## config.mk

```make
export PLATFORM = sky130hd
export DESIGN_NAME = adder_arbiter
export DESIGN_NICKNAME = d
export VERILOG_FILES = /design/src/rtl/adder_arbiter.sv
export SDC_FILE = /design/constraint.sdc
export NUM_CORES = 1
export LEC_CHECK = 0
export ABC_CLOCK_PERIOD_IN_PS = 5700
export BUFFER_PORTS_ARGS = -buffer_cell sky130_fd_sc_hd__buf_2
export CAP_MARGIN = 25
export CORE_MARGIN = 2
export CORE_UTILIZATION = 32
export CTS_BUF_LIST = sky130_fd_sc_hd__clkbuf_8
export CTS_CLUSTER_DIAMETER = 80
export CTS_CLUSTER_SIZE = 20
export DETAILED_ROUTE_END_ITERATION = 6
export SLEW_MARGIN = 20
export SYNTH_ARGS = -nofsm -noshare
export SYNTH_HDL_FRONTEND = slang
export SYNTH_SLANG_ARGS = --single-unit
```

## constraint.sdc

```tcl
create_clock -name clk -period 5.7 [get_ports clk]
set_clock_uncertainty 0.15 [all_clocks]
set_input_delay 0.285 -clock clk [delete_from_list [all_inputs] [get_ports clk]]
set_output_delay 0.285 -clock clk [all_outputs]
set_load 0.05 [all_outputs]
```

## src/rtl/adder_arbiter.sv

```systemverilog
// Round-robin arbiter that shares one Adder between N operand requesters,
// keeping one operation in flight and returning its result tagged by requester id.
module adder_arbiter #(
    parameter int N       = 4,
    parameter int W       = 4,
    parameter int LAT     = 1,
    parameter int TIMEOUT = 8
) (
    input  logic               clk,
    input  logic               rst_n,
    input  logic [N-1:0]       req_valid,
    input  logic [N*W-1:0]     req_a,
    input  logic [N*W-1:0]     req_b,
    output logic [N-1:0]       req_ready,
    output logic               rsp_valid,
    input  logic               rsp_ready,
    output logic [2:0]         rsp_id,
    output logic [2*W+1:0]     rsp_data,
    output logic               rsp_err,
    output logic               busy,
    output logic [15:0]        done_count,
    output logic [W-1:0]       add_a,
    output logic [W-1:0]       add_b,
    input  logic               adder_guard,
    input  logic [2*W+1:0]     adder_res
);

    typedef enum logic [1:0] {S_IDLE, S_WAIT, S_RESP} state_t;

    state_t            r_state;
    logic [2:0]        r_last_grant;
    logic [3:0]        r_cnt;
    logic [7:0]        r_tcnt;
    logic [W-1:0]      r_add_a;
    logic [W-1:0]      r_add_b;
    logic              r_rsp_valid;
    logic [2:0]        r_rsp_id;
    logic [2*W+1:0]    r_rsp_data;
    logic              r_rsp_err;
    logic [15:0]       r_done_count;

    logic [W-1:0]      w_a [N];
    logic [W-1:0]      w_b [N];
    logic              w_found;
    logic [2:0]        w_gnt_idx;
    logic [W-1:0]      w_sel_a;
    logic [W-1:0]      w_sel_b;

    for (genvar gi = 0; gi < N; gi++) begin : g_unpack
        assign w_a[gi] = req_a[gi*W +: W];
        assign w_b[gi] = req_b[gi*W +: W];
    end

    // Two passes give the wrap-around scan: first above last_grant, then from 0.
    always_comb begin
        w_found   = 1'b0;
        w_gnt_idx = '0;
        w_sel_a   = '0;
        w_sel_b   = '0;
        for (int i = 0; i < N; i++) begin
            if (!w_found && req_valid[i] && (i > int'(r_last_grant))) begin
                w_found   = 1'b1;
                w_gnt_idx = 3'(i);
                w_sel_a   = w_a[i];
                w_sel_b   = w_b[i];
            end
        end
        for (int i = 0; i < N; i++) begin
            if (!w_found && req_valid[i] && (i <= int'(r_last_grant))) begin
                w_found   = 1'b1;
                w_gnt_idx = 3'(i);
                w_sel_a   = w_a[i];
                w_sel_b   = w_b[i];
            end
        end
    end

    assign req_ready  = (rst_n && (r_state == S_IDLE) && w_found)
                        ? ({{(N-1){1'b0}}, 1'b1} << w_gnt_idx) : '0;
    assign busy       = (r_state != S_IDLE);
    assign rsp_valid  = r_rsp_valid;
    assign rsp_id     = r_rsp_id;
    assign rsp_data   = r_rsp_data;
    assign rsp_err    = r_rsp_err;
    assign done_count = r_done_count;
    assign add_a      = r_add_a;
    assign add_b      = r_add_b;

    always_ff @(posedge clk or negedge rst_n) begin
        if (!rst_n) begin
            r_state      <= S_IDLE;
            r_last_grant <= 3'(N-1);
            r_cnt        <= '0;
            r_tcnt       <= '0;
            r_add_a      <= '0;
            r_add_b      <= '0;
            r_rsp_valid  <= 1'b0;
            r_rsp_id     <= '0;
            r_rsp_data   <= '0;
            r_rsp_err    <= 1'b0;
            r_done_count <= '0;
        end else begin
            case (r_state)
                S_IDLE: begin
                    if (w_found) begin
                        r_add_a      <= w_sel_a;
                        r_add_b      <= w_sel_b;
                        r_rsp_id     <= w_gnt_idx;
                        r_last_grant <= w_gnt_idx;
                        r_cnt        <= 4'(LAT);
                        r_tcnt       <= '0;
                        r_state      <= S_WAIT;
                    end
                end
                S_WAIT: begin
                    if (r_cnt != 4'd0) begin
                        r_cnt <= r_cnt - 4'd1;
                    end else if (adder_guard) begin
                        r_rsp_data  <= adder_res;
                        r_rsp_err   <= 1'b0;
                        r_rsp_valid <= 1'b1;
                        r_state     <= S_RESP;
                    end else if (r_tcnt == 8'(TIMEOUT-1)) begin
                        r_rsp_data  <= '0;
                        r_rsp_err   <= 1'b1;
                        r_rsp_valid <= 1'b1;
                        r_state     <= S_RESP;
                    end else begin
                        r_tcnt <= r_tcnt + 8'd1;
                    end
                end
                S_RESP: begin
                    if (rsp_ready) begin
                        r_rsp_valid  <= 1'b0;
                        r_done_count <= r_done_count + 16'd1;
                        r_state      <= S_IDLE;
                    end
                end
                default: r_state <= S_IDLE;
            endcase
        end
    end

endmodule

```

==> impl_metrics.yaml <==
clocking:
  cts.clk_slew.worst_paths_ps: 100
  cts_setup_buffers: 0
  cts-root-buf: "clkbuf_8"
  cts_tree: "built"
  clkSinkCount: 54
  cts.htree.levels: 2
  cts_buffers: 5
  worstSkewPairLatency_ps: 310
  clockBufferDepth: 2
place:
  gp_congestion: 0.895
  place_hpwl_um: 5730
  placedInstanceArea_um2: 3590
  port_buffers: 92
power:
  p_per_area_nw_per_um2: 466
  ir_worst_vdd_mv: 0.220
  leakage_uw: 0.00173
global_route:
  grt_pass1_wl_um: 12500
  grtUsageMet3_pct: 3.24
  use_met2_pct: 23.8
  grt_max_degree: 57
  gr-usage-met1_pct: 20.3
  grt_overflow: 0
  antenna_found_initial: 0
  grt.busiest_layer: "met2"
  first_global_vias: 2682
  grt_usage_pct: 15.1
final_layout:
  n_antenna_cell: 0
  syn_to_final_growth_pct: 21.5
  drive_above_1_share_pct: 32.6
  finalInstanceArea_um2: 3710
  final_util_pct: 40.2
  multi_input_area_um2: 1560
  regArea_um2: 1350
  fill_cells: 903
  nets: 445
sta:
  fmax_mhz: 323
  worstMarginPinSlew_ps: 995
  drv_slew: 0
  fin_tns_setup_ps: 0
  rsz0062_at_grt: "false"
  finalHoldViolations: 0
  period_share_pct: 54.3
  min_period_ps: 3090
  finalSetupViolCount: 0
  maxSlewHeadroom_pct: 33.5
  holdWs_ps: 19.3
worst_setup_path:
  worst-path-buf-inv: 1
  critical_path.max_fanout: 22
  cp_data_required_time_ps: 5270
  critPathMaxStageDelay_ps: 830
  critPathKind: "flop to output pin"
  critPathCaptureType: "output pin"
  critPathArrivalTime_ps: 2660
  cpLargestDelayFamily: "simple AND/OR/NAND/NOR gates"
  start_kind: "flop"
  critPathSlowestCell: "nor2b_1"
  crit_chain: "o21bai_2, nor2b_1, nor2_1, a21oi_1, buf_2"
synthesis:
  synth_mux_area_share_pct: 1.07
  synth_top_family_by_area: "compound AO/OA/AOI/OAI gates"
  synth_top_cell_by_area: "dfrtp_1"
  yosysMostFrequentCell: "dfrtp_1"
  ys.flop_type: "dfrtp_1"
  synth_cell_types: 64
  syn_area_per_cell_um2: 9.98
  synthTopCellsByCount: "dfrtp_1, nor2_1, nand2_1"
  ys_warn_count: 0
  synth_fp_nets: 359
  ys_seq_area_share_pct: 44.3
  synth_edf_count: 0
  synth-simple-area-share_pct: 20.5
  synth_area_leaders: "dfrtp_1, xnor2_1, o21ai_0"
  synth_compound_area_share_pct: 23.0
  synthesis.area_um2: 3050
  synthXorXnorAreaFrac_pct: 5.16
  syn_inst: 306
  async_flop_share_pct: 100
  synth.top_cell.area_share_pct: 42.6
  synthAdderAreaFrac_pct: 1.23
  ys_ff_latch: 54
flow_run:
  maxCapViolCount: 0
floorplanning:
  start_util_pct: 33.1
  fp.dieH_um: 102
  die_x_um: 102
  rows: 35
  coreArea_um2: 9240
  die-area_um2: 10300
  ios: 94
drt:
  antenna_left: 0
  post-route-drc-count: 0
  drtIter0Drc: 112
  vias_per_cell: 5.29
  vias: 2762
  wirelength_um: 7770
  firstDrtPassIters: 4
  wl_per_cell_um: 14.9
min_path:
  hold_path.class: "input pin to flop"
run_status:
  status: "finished, final reports clean"
[final timing paths]
| path | start | slack (ps) | endpoint | cells past startpoint |
|---|---|---|---|---|
| min in group asynchronous | rst_n | 480 | done_count[5] | 3 |
| min | rsp_ready | 20 | r_state[1] | 2 |
| max in group asynchronous | rst_n | 4440 | add_b[3] | 3 |
| max | r_last_grant[1] | 2610 | req_ready[1] | 5 |
| max reg2reg | r_last_grant[1] | 3170 | add_b[1] | 4 |
| min reg2reg | done_count[15] | 320 | done_count[15] | 1 |
[logic make-up after synthesis]
family	after synthesis
other	1
buffers and inverters	25
xor gates and xnor gates	18
muxes	3
DFF	54
adders and majority gates	3
AOI/OAI and AO/OA	91
and+or+nand+nor	111
[stage by stage]
| step | instances | power, µW | setup WS [ps] |
|---|---|---|---|
| after global placement | 513 | 1460 | 3020 |
| after floorplan | 306 | 1280 | 2660 |
| after CTS | 522 | 1750 | 2650 |
| final | 522 | 1730 | 2610 |
| after global routing | 522 | 1850 | 2500 |
| after detailed placement | 513 | 1480 | 3000 |
[registers in the layout, indices dropped and copies added (netlist names)]
register      count
rsp_data         10
rsp_id            2
add_a             4
rsp_err           1
add_b             4
done_count       16
r_state           2
r_tcnt            8
r_cnt             4
rsp_valid         1
r_last_grant      2
[cell type report]
cell class              count  area share [%]
clock buffers               5            1.85
clock inverters             3            1.28
inverters                   9           0.910
multi-input cells         227            42.1
flip-flops and latches     54            36.5
well taps                 129            4.35
repair buffers             95            13.1
[report_power, final]
group	leakage, µW	switching (µW)	internal, µW	total [µW]
clock network	0.0000587	133	133	266
registers	0.000679	97.4	502	599
logic	0.000992	583	284	866
[cell usage in the layout, fill, tap and decap left out, drive strengths merged, types with 5 or more instances in the layout]
master,synthesis,routed
o21ai,23,23
nand2b,6,6
nor2b,7,7
a2111oi,5,5
inv,9,10
dfrtp,52,52
buf,11,94
nand3,11,11
and2,7,7
nor2,26,26
a21oi,12,12
xor2,7,7
nand2,22,22
clkbuf,5,5
nand4,5,5
or3,5,5
xnor2,11,11
nor3,6,6
a22o,10,10
[metal layers]
metal / vias up / part of all wire, %
met3: 17 / 8.2
met2: 122 / 45
li1: 1299 / -
met5: - / 0
met1: 1324 / 44
met4: 0 / 2.2
[what timing repair did]
action | in CTS | in global routing
hold endpoints to repair | 52 | 0
hold buffers | 1 | 0
resized for setup | 0 | 0
[worst register-to-register path: stages (launching register included)]
cell,delay [ps]
dfstp_2,760
o21bai_2,240
nor2b_1,830
a2111oi_2,170
o41ai_1,270
Power figures use the tool's default switching activity.
